### src/rtl/dlx_hazard_unit.sv
// dlx_hazard_unit
// ---------------------------------------------------------------------------
// Hazard and forwarding controller for the DLX pipeline. It sits beside the
// decode stage, tracks the destination registers of instructions in flight
// after ID, and produces:
//   - forwarded operands (op_a/op_b) and their source selects for EX,
//   - a one-cycle load-use stall for fetch/decode,
//   - a multi-cycle flush after a taken branch/jump.
//
// Ports
//   clock, reset            rising-edge clock, synchronous active-high reset
//   id_valid                ID holds a real instruction
//   id_rs1/id_rs2           source register addresses
//   id_rs1_used/id_rs2_used source is actually read
//   id_rd, id_wr            destination register and write enable
//   id_is_load              ID instruction is a load
//   rf_a, rf_b              register-file read data
//   stage_result            result of entry k at [k*XLEN +: XLEN]
//   ex_branch_taken         branch/jump resolved taken in EX
//   op_a, op_b              forwarded operands to EX
//   fwd_a_sel, fwd_b_sel    0 = register file, k+1 = scoreboard entry k
//   stall                   hold PC and IF/ID, bubble into EX
//   flush                   squash IF/ID contents
//   pipe_busy               any scoreboard entry valid
//   stall_cycles            cycles with stall=1 (saturating)
//   flush_cycles            cycles with flush=1 (saturating)
//
// Optional feature: define DLX_HAZ_PERF_EN to build the two saturating
// performance counters; otherwise both outputs are tied to zero.
// ---------------------------------------------------------------------------
module dlx_hazard_unit #(
  parameter int XLEN         = 32,
  parameter int RBITS        = 5,
  parameter int DEPTH        = 3,
  parameter int FLUSH_CYCLES = 2
) (
  input  logic                         clock,
  input  logic                         reset,
  input  logic                         id_valid,
  input  logic [RBITS-1:0]             id_rs1,
  input  logic [RBITS-1:0]             id_rs2,
  input  logic                         id_rs1_used,
  input  logic                         id_rs2_used,
  input  logic [RBITS-1:0]             id_rd,
  input  logic                         id_wr,
  input  logic                         id_is_load,
  input  logic [XLEN-1:0]              rf_a,
  input  logic [XLEN-1:0]              rf_b,
  input  logic [DEPTH*XLEN-1:0]        stage_result,
  input  logic                         ex_branch_taken,
  output logic [XLEN-1:0]              op_a,
  output logic [XLEN-1:0]              op_b,
  output logic [$clog2(DEPTH+1)-1:0]   fwd_a_sel,
  output logic [$clog2(DEPTH+1)-1:0]   fwd_b_sel,
  output logic                         stall,
  output logic                         flush,
  output logic                         pipe_busy,
  output logic [31:0]                  stall_cycles,
  output logic [31:0]                  flush_cycles
);

  localparam int SELW = $clog2(DEPTH+1);

  // Scoreboard: entry 0 = EX, entry DEPTH-1 = WB.
  logic [DEPTH-1:0] valid_reg;
  logic [DEPTH-1:0] load_reg;
  logic [RBITS-1:0] rd_reg [DEPTH];
  logic [3:0]       flush_cnt_reg;

  logic [DEPTH-1:0] match_a;
  logic [DEPTH-1:0] match_b;
  logic [SELW-1:0]  sel_a_next;
  logic [SELW-1:0]  sel_b_next;
  logic [XLEN-1:0]  op_a_next;
  logic [XLEN-1:0]  op_b_next;
  logic             flush_raw;
  logic             stall_raw;

  // Only entry 0's load flag can cause a stall; the older flags simply ride
  // along with their entries.
  logic unused_load_flags;
  assign unused_load_flags = |load_reg;

  for (genvar gi = 0; gi < DEPTH; gi++) begin : g_match
    assign match_a[gi] = valid_reg[gi] && (rd_reg[gi] == id_rs1) &&
                         (id_rs1 != '0) && id_rs1_used;
    assign match_b[gi] = valid_reg[gi] && (rd_reg[gi] == id_rs2) &&
                         (id_rs2 != '0) && id_rs2_used;
  end

  // Scan oldest to youngest so the youngest matching entry is the last
  // assignment and therefore wins.
  always_comb begin
    sel_a_next = '0;
    sel_b_next = '0;
    op_a_next  = rf_a;
    op_b_next  = rf_b;
    for (int k = DEPTH - 1; k >= 0; k--) begin
      if (match_a[k]) begin
        sel_a_next = SELW'(k + 1);
        op_a_next  = stage_result[k*XLEN +: XLEN];
      end
      if (match_b[k]) begin
        sel_b_next = SELW'(k + 1);
        op_b_next  = stage_result[k*XLEN +: XLEN];
      end
    end
  end

  assign flush_raw = ex_branch_taken || (flush_cnt_reg != 4'd0);
  // A taken branch squashes the ID instruction anyway, so it masks the stall.
  assign stall_raw = id_valid && !flush_raw && load_reg[0] &&
                     (match_a[0] || match_b[0]);

  // Outputs are forced to their idle values while reset is held.
  assign op_a      = reset ? rf_a : op_a_next;
  assign op_b      = reset ? rf_b : op_b_next;
  assign fwd_a_sel = reset ? '0 : sel_a_next;
  assign fwd_b_sel = reset ? '0 : sel_b_next;
  assign flush     = !reset && flush_raw;
  assign stall     = !reset && stall_raw;
  assign pipe_busy = !reset && (|valid_reg);

  // The shift continues during a stall: older entries drain while a bubble
  // enters entry 0.
  always_ff @(posedge clock) begin
    if (reset) begin
      valid_reg     <= '0;
      load_reg      <= '0;
      flush_cnt_reg <= 4'd0;
      for (int k = 0; k < DEPTH; k++) rd_reg[k] <= '0;
    end else begin
      valid_reg[0] <= id_valid && id_wr && (id_rd != '0) && !stall_raw && !flush_raw;
      load_reg[0]  <= id_is_load;
      rd_reg[0]    <= id_rd;
      for (int k = 1; k < DEPTH; k++) begin
        valid_reg[k] <= valid_reg[k-1];
        load_reg[k]  <= load_reg[k-1];
        rd_reg[k]    <= rd_reg[k-1];
      end
      // A new taken branch reloads rather than accumulates.
      if (ex_branch_taken)
        flush_cnt_reg <= 4'(FLUSH_CYCLES - 1);
      else if (flush_cnt_reg != 4'd0)
        flush_cnt_reg <= flush_cnt_reg - 4'd1;
    end
  end

`ifdef DLX_HAZ_PERF_EN
  logic [31:0] stall_cycles_reg;
  logic [31:0] flush_cycles_reg;

  always_ff @(posedge clock) begin
    if (reset) begin
      stall_cycles_reg <= '0;
      flush_cycles_reg <= '0;
    end else begin
      if (stall_raw && (stall_cycles_reg != 32'hFFFF_FFFF))
        stall_cycles_reg <= stall_cycles_reg + 32'd1;
      if (flush_raw && (flush_cycles_reg != 32'hFFFF_FFFF))
        flush_cycles_reg <= flush_cycles_reg + 32'd1;
    end
  end

  assign stall_cycles = stall_cycles_reg;
  assign flush_cycles = flush_cycles_reg;
`else
  assign stall_cycles = '0;
  assign flush_cycles = '0;
`endif

endmodule

### config.mk
export PLATFORM = sky130hd
export DESIGN_NAME = dlx_hazard_unit
export DESIGN_NICKNAME = d
export VERILOG_FILES = /design/src/rtl/dlx_hazard_unit.sv
export SDC_FILE = /design/constraint.sdc
export NUM_CORES = 1
export LEC_CHECK = 0
export BUFFER_PORTS_ARGS = -buffer_cell sky130_fd_sc_hd__clkbuf_2
export CAP_MARGIN = 25
export CORE_AREA = 8 8 116 118
export DETAILED_ROUTE_END_ITERATION = 7
export DIE_AREA = 0 0 124 126
export PLACE_DENSITY = 0.72
export SETUP_SLACK_MARGIN = 0.02
export SLEW_MARGIN = 10
export SYNTH_ARGS = -nofsm -noshare
export SYNTH_HDL_FRONTEND = slang
export SYNTH_SLANG_ARGS = --single-unit
export TNS_END_PERCENT = 10
### constraint.sdc
create_clock -name clock -period 3.6 [get_ports clock]
set_input_delay 0.72 -clock clock [delete_from_list [all_inputs] [get_ports clock]]
set_output_delay 0.72 -clock clock [all_outputs]
set_load 0.05 [all_outputs]
== Word-level counts from Yosys, hierarchy flattened ==
Memories as Yosys holds them, arrays and structs flattened.
Cells that the tools add are included.

* $add $sub $neg: 1
* Eq/ne operators: 6
* Muxes and demuxes: 24
* Bitwise logic cells: 3
* Reductions and logical operators: 40

{| class="wikitable"
|+ Operators with widths
! kind !! count
|-
| $mux W32 || 8
|-
| $eq A5 B5 Y1 || 6
|-
| $logic_and A1 B1 Y1 || 28
|-
| $mux W2 || 8
|-
| $mux W5 || 3
|-
| $reduce_bool A5 Y1 || 3
|-
| $mux W1 || 5
|-
| $reduce_bool A4 Y1 || 1
|-
| $sub A4 B1 Y4 const B || 1
|-
| $logic_not A1 Y1 || 3
|-
| $or A1 B1 Y1 || 3
|-
| $reduce_or A3 Y1 || 1
|-
| $logic_or A1 B1 Y1 || 2
|-
| $reduce_bool A2 Y1 || 1
|-
| $reduce_or A2 Y1 || 1
|}

* Flip-flop bits (word level): 8
* Memory bits (writable): 15
* Input bits: 183
* Output and inout port bits: 135
* Logic and storage cells: 79
* Memories kept: 1

{| class="wikitable"
|+ Memory list
! name !! depth !! width !! read ports !! clocked after Yosys merged registers in !! wr ports !! RTL line !! RTL
|-
| rd_reg || 3 || 5 || 3 || 0 || 3 || 67 || <nowiki>logic [RBITS-1:0] rd_reg [DEPTH];</nowiki>
|}

== Depth between registers and ports, before layout ==
Gate-level depths: netlist of the first run.
An unclocked memory read counts as a cell.

* Word-level depth: 10
* Gate-level depth with buffers: 7
* Depth with buffers taken out: 6

== Worst setup path after synthesis of the first run ==
Ideal clock, no wire load.

* Path kind: input to output
* From: input id_rs1[3]
* To: output op_a[1]
* Arrival: 2936 ps
* Required time: 2880 ps
* Slack: -56 ps
* Stages: 7
* Path through: xor2_1 > nor4_1 > and2_1 > clkbuf_1 > clkbuf_1 > a221oi_1 > o21ai_0

* Word-level cells in the longest chain between the ends: 8
* Elaborated cells on any way between the ends: 17

{| class="wikitable"
|+ Ends and longest elaborated chain
! element !! RTL line !! RTL
|-
| start, declared || 40 || <nowiki>input logic [RBITS-1:0] id_rs1,</nowiki>
|-
| $eq A5 B5 Y1 || 85 || <nowiki>assign match_a[gi] = valid_reg[gi] && (rd_reg[gi] == id_rs1) &&</nowiki>
|-
| $logic_and A1 B1 Y1 (2 in series) || 85 ||
|-
| $logic_and A1 B1 Y1 || 86 || <nowiki>(id_rs1 != '0) && id_rs1_used;</nowiki>
|-
| $mux W32 (2 in series) || 99 || <nowiki>if (match_a[k]) begin</nowiki>
|-
| $mux W32 (*) || 99 ||
|-
| $mux W32 (*) || 116 || <nowiki>assign op_a = reset ? rf_a : op_a_next;</nowiki>
|-
| end, declared || 51 || <nowiki>output logic [XLEN-1:0] op_a,</nowiki>
|}

Every way passes the cells marked *; elsewhere a longest branch is shown, timed or not.

== Final worst setup path of the first run ==
* From: input id_rs1[2]
* To: output op_a[21]

The elaborated chain is that of the path after synthesis.

==> results.json, run 1 <==
{
  "clockBufferDepth": 2,
  "r2r_cells": 6,
  "cts_max_level": 1,
  "final_cells": 955,
  "postRouteAntennaNets": 0,
  "reg2reg_to": "valid_reg[0]",
  "routed_wl_um": 20400,
  "critPathSlowestCell": "or4b_1",
  "synth_edf_count": 0,
  "min_period_ns": 3.43,
  "postSynthCellCount": 583,
  "synthArstFlopShare_pct": 0,
  "via_count": 5535,
  "drc": 0,
  "p_leak_nw": 2.82,
  "fin_nets": 994,
  "end_kind": "primary output",
  "worstReg2RegStart": "rd_reg[0][4]",
  "min_to": "rd_reg[0][10]",
  "crit_arrival_ns": 2.71,
  "die_x_um": 124,
  "gr-total-overflow": 0,
  "required_ns": 2.88,
  "fmax_ghz": 0.291,
  "worst_clock_skew_ns": 0.000997,
  "fin_crit_sh_pct": 95.4,
  "antenna_found_initial": 1,
  "synth.area.top_cells": "a22oi_1 (11%), buf_4 (11%), dfxtp_1 (11%)",
  "drt_pass1_iterations": 5,
  "yosysMostFrequentCell": "o21ai_0",
  "coreArea_um2": 11700,
  "path_class": "input port to primary output",
  "clock-sinks": 23,
  "rows": 40,
  "detailed_place_hpwl_um": 15700,
  "nFillCells": 1081,
  "grt_usage_pct": 23.9,
  "synth_seq_cells": 23,
  "report.final.slew_viol_count": 0,
  "start_util_pct": 36.7,
  "clk_latency_ns": 0.26,
  "grt_pass1_wl_um": 30200,
  "holdPathStages": 1,
  "place.gp.congestion": 0.960,
  "grt_pass1_vias": 5636,
  "setup_viol": 0,
  "worstPathMaxFanout": 15,
  "numCtsBuffers": 3,
  "area_delta_synth_final_pct": 52.5,
  "cap_violations": 0,
  "grt_max_degree": 60,
  "max_stage_delay_ns": 0.56,
  "synth_largest_area_cell": "a22oi_1",
  "post-place-cells": 951,
  "cts_tree": "built",
  "ys.flop_type": "dfxtp_1",
  "syn-cell-area_um2": 4300,
  "rsz0062_at_grt": "true",
  "cts-root-buf": "clkbuf_16",
  "die_area_um2": 15600,
  "ir_worst_vdd_v": 0.000323,
  "cp_cell_sequence": "clkbuf_2 > xnor2_1 > nand4_1 > or4b_1 > buf_4 > a221oi_1 > o21ai_1 > buf_12",
  "drive_gt1_share_pct": 39.9,
  "min_path_type": "register to register",
  "path_clk_slew_ns": 0.06,
  "hold_ws_ns": 0.511,
  "synth_common_cells": "o21ai_0 (67), a22oi_1 (64), buf_4 (64)",
  "cellPowerDensity_nw_per_um2": 231,
  "largest_register_ffs": 15,
  "antenna_cells": 0,
  "seq_area_frac_synth_pct": 10.7,
  "die_y_um": 126,
  "min_from": "rd_reg[0][5]",
  "avgRoutedWirePerCell_um": 21.4,
  "final_core_util_pct": 56.0,
  "port_buffers": 253,
  "hold_violations": 0,
  "rrSetupSlack_ns": 1.59,
  "first_iter_violations": 572,
  "viasPerCell": 5.80,
  "synth.avg_cell_area_um2": 7.38,
  "ys.warnings.count": 0,
  "slew_headroom_pct": 55.5,
  "worst_pin_slew_ns": 0.666,
  "ios": 318,
  "synth_cell_type_count": 39,
  "run_status": "completed",
  "synth_top_cell_area_share_pct": 11.2,
  "worst_setup_path_start_kind": "input port"
}
==> per-stage QoR <==
step           area [µm²]  setup WS (ns)  setup TNS (ns)  power, mW
3_3_place_gp         6470          0.126               0       1.27
2_1_floorplan        4540        -0.0308         -0.0592      0.910
6_report             6560          0.167               0       1.52
3_5_place_dp         6470         0.0495               0       1.28
4_1_cts              6550         0.0435               0       1.52
5_1_grt              6560        0.00823               0       1.59
==> layout make-up <==
class	count	area (µm²)	area share, %
multi-input combinational	496	3320	50.6
timing repair buffer	280	2500	38.1
sequential	23	460	7.02
tap	147	184	2.80
clock buffer	3	75.1	1.14
inverter	5	18.8	0.286
clock inverter	1	5.00	0.0763
==> power by group <==
part / internal [mW] / leakage [nW] / switching, mW
Sequential: 0.268 / 0.189 / 0.0124
Clock: 0.149 / 0.0409 / 0.0903
Combinational: 0.388 / 2.59 / 0.609
Total: 0.806 / 2.82 / 0.711
==> cells in the final DEF, fill, tap and decap left out, types with 23 or more instances in the layout <==
cell type / n
a221oi_2: 30
o21ai_1: 63
a221oi_1: 34
conb_1: 64
dfxtp_1: 23
buf_12: 70
o21ai_0: 65
nor2b_1: 50
and2_1: 36
clkbuf_2: 192
a22oi_1: 64
==> kinds of logic after synthesis <==
group	share of synthesized area, %
AOI/OAI and AO/OA	45.1
adders and majority gates	0.582
DFF	10.7
other	0.0872
and+or+nand+nor	18.2
buffers and inverters	18.6
xor gates and xnor gates	6.72
==> critical path: cells and delay by family <==
family / cells / cell delay, ns
AOI/OAI and AO/OA: 2 / 0.54
and+or+nand+nor: 2 / 0.75
buffers and inverters: 3 / 0.52
xor gates and xnor gates: 1 / 0.17
==> what timing repair did <==
item                                    4_1_cts  5_1_grt
endpoints found under the setup margin        0       14
gates resized for setup                       0        3
hold buffers                                  0        0
setup buffers                                 0        0
==> metal layers <==
metal	part of all wire, %	routed length, µm	track usage [%]
met1	36	7350	27.5
met5	0.054	11	0
met4	3.1	629	8.26
met2	50	10200	42.0
met3	11	2270	5.18
==> how the worst max path moves through the flow <==
stage          cells past startpoint      start  slack [ns]      endpoint
2_1_floorplan                      6  id_rs2[1]       -0.03  fwd_b_sel[1]
3_3_place_gp                       8  id_rs1[2]        0.13      op_a[28]
3_5_place_dp                       8  id_rs1[2]        0.05      op_a[26]
4_1_cts                            8  id_rs1[2]        0.04      op_a[26]
5_1_grt                            8  id_rs1[2]       0.008      op_a[21]
6_report                           8  id_rs1[2]        0.17      op_a[21]
No activity file was read; power rests on OpenSTA's default activity.
==> inputs of run 2 (changes only) <==
--- a/config.mk
+++ b/config.mk
@@ -8,12 +8,14 @@
 export BUFFER_PORTS_ARGS = -buffer_cell sky130_fd_sc_hd__clkbuf_2
 export CAP_MARGIN = 25
 export CORE_AREA = 8 8 116 118
+export CTS_CLUSTER_DIAMETER = 100
 export DETAILED_ROUTE_END_ITERATION = 7
 export DIE_AREA = 0 0 124 126
+export MAX_ROUTING_LAYER = met4
 export PLACE_DENSITY = 0.72
 export SETUP_SLACK_MARGIN = 0.02
 export SLEW_MARGIN = 10
 export SYNTH_ARGS = -nofsm -noshare
 export SYNTH_HDL_FRONTEND = slang
 export SYNTH_SLANG_ARGS = --single-unit
-export TNS_END_PERCENT = 10
+export TNS_END_PERCENT = 50
==> results.json, run 2 (synthesized netlist as in run 1, its figures left out) <==
{
  "clock-sinks": 23,
  "antenna_found_initial": 1,
  "rsz0062_at_grt": "true",
  "slew_headroom_pct": 59.2,
  "largest_register_ffs": 15,
  "drt_pass1_iterations": 5,
  "min_path_type": "register to register",
  "cts_max_level": 1,
  "cellPowerDensity_nw_per_um2": 232,
  "die_x_um": 124,
  "place.gp.congestion": 0.959,
  "report.final.slew_viol_count": 0,
  "avgRoutedWirePerCell_um": 21.2,
  "layout_commonest_cell": "clkbuf_2",
  "path_class": "input port to primary output",
  "final_cells": 958,
  "worstReg2RegStart": "rd_reg[0][4]",
  "required_ns": 2.88,
  "min_period_ns": 3.44,
  "rows": 40,
  "cap_violations": 0,
  "setup_viol": 0,
  "nFillCells": 1075,
  "p_leak_nw": 2.82,
  "worst_pin_slew_ns": 0.612,
  "numCtsBuffers": 3,
  "postRouteAntennaNets": 0,
  "detailed_place_hpwl_um": 16000,
  "path_clk_slew_ns": 0.06,
  "end_kind": "primary output",
  "fin_crit_sh_pct": 95.6,
  "grt_max_degree": 62,
  "viasPerCell": 5.79,
  "via_count": 5551,
  "clockBufferDepth": 2,
  "cts_tree": "built",
  "grt_usage_pct": 24.7,
  "die_area_um2": 15600,
  "fin_nets": 996,
  "fmax_ghz": 0.290,
  "ios": 318,
  "final_core_util_pct": 55.9,
  "cp-startpoint": "id_rs2[2]",
  "drc": 0,
  "hold_buffers": 0,
  "worst_setup_path_start_kind": "input port",
  "crit_arrival_ns": 2.72,
  "grt_pass1_vias": 5699,
  "final_cell_mix": "clkbuf_2 (192), buf_12 (68), o21ai_0 (66)",
  "port_buffers": 253,
  "worstPathMaxFanout": 27,
  "clk_latency_ns": 0.25,
  "worst_clock_skew_ns": 0.00143,
  "coreArea_um2": 11700,
  "area_delta_synth_final_pct": 52.3,
  "post-place-cells": 953,
  "run_status": "completed",
  "min_from": "valid_reg[0]",
  "die_y_um": 126,
  "drive_gt1_share_pct": 40.0,
  "start_util_pct": 36.7,
  "first_iter_violations": 600,
  "routed_wl_um": 20300,
  "grt_pass1_wl_um": 30400,
  "cts-root-buf": "clkbuf_16",
  "gr-total-overflow": 0,
  "ir_worst_vdd_v": 0.000254,
  "hold_violations": 0,
  "total_power_mw": 1.52
}
run 2: final timing paths:
path / to / slack [ns] / cells after the start
max: op_b[11] / 0.16 / 8
min: valid_reg[1] / 0.51 / 1
max reg2reg: valid_reg[0] / 1.61 / 6
min reg2reg: valid_reg[1] / 0.51 / 1
run 2: final cells by class:
| type | instances | area, µm² | share of cell area, % |
|---|---|---|---|
| antenna | 1 | 2.50 | 0.0382 |
| clock buffer | 3 | 75.1 | 1.15 |
| clock inverter | 1 | 7.51 | 0.115 |
| inverter | 5 | 18.8 | 0.286 |
| multi-input combinational | 496 | 3320 | 50.6 |
| sequential | 23 | 460 | 7.03 |
| tap | 147 | 184 | 2.81 |
| timing repair buffer | 282 | 2490 | 38.0 |
run 2: metal layers:
metal	track usage, %	vias up	part of all wire [%]
li1	-	2534	-
met1	27.7	2584	37
met2	43.6	375	50
met3	3.57	58	10
met4	7.63	0	2.9
met5	-	-	0
run 2: power breakdown:
group	internal [mW]	total [mW]	switching, mW
clock	0.150	0.241	0.0902
sequential	0.268	0.281	0.0127
combinational	0.388	0.996	0.608
run 2: repair_timing:
item	CTS	global route
setup buffers	0	0
resized for setup	0	2
hold endpoints to repair	0	0
setup endpoints to repair	0	14
run 2: per-stage QoR:
stage / setup WS (ns) / instance area (µm²) / hold slack (ns) / setup TNS, ns
after floorplan: -0.0308 / 4540 / 0.465 / -0.0592
after global placement: 0.0979 / 6460 / 0.488 / 0
after detailed placement: 0.0340 / 6460 / 0.500 / 0
after CTS: 0.0234 / 6540 / 0.508 / 0
after global routing: 0.00565 / 6550 / 0.525 / 0
final: 0.157 / 6550 / 0.508 / 0
run 2: worst max-delay path: stages:
cell and delay, ns:
clkbuf_2 0.13, xnor2_1 0.18, nand4_1 0.20, or4_4 0.57
buf_12 0.20, a221oi_2 0.31, o21ai_1 0.20, buf_12 0.19
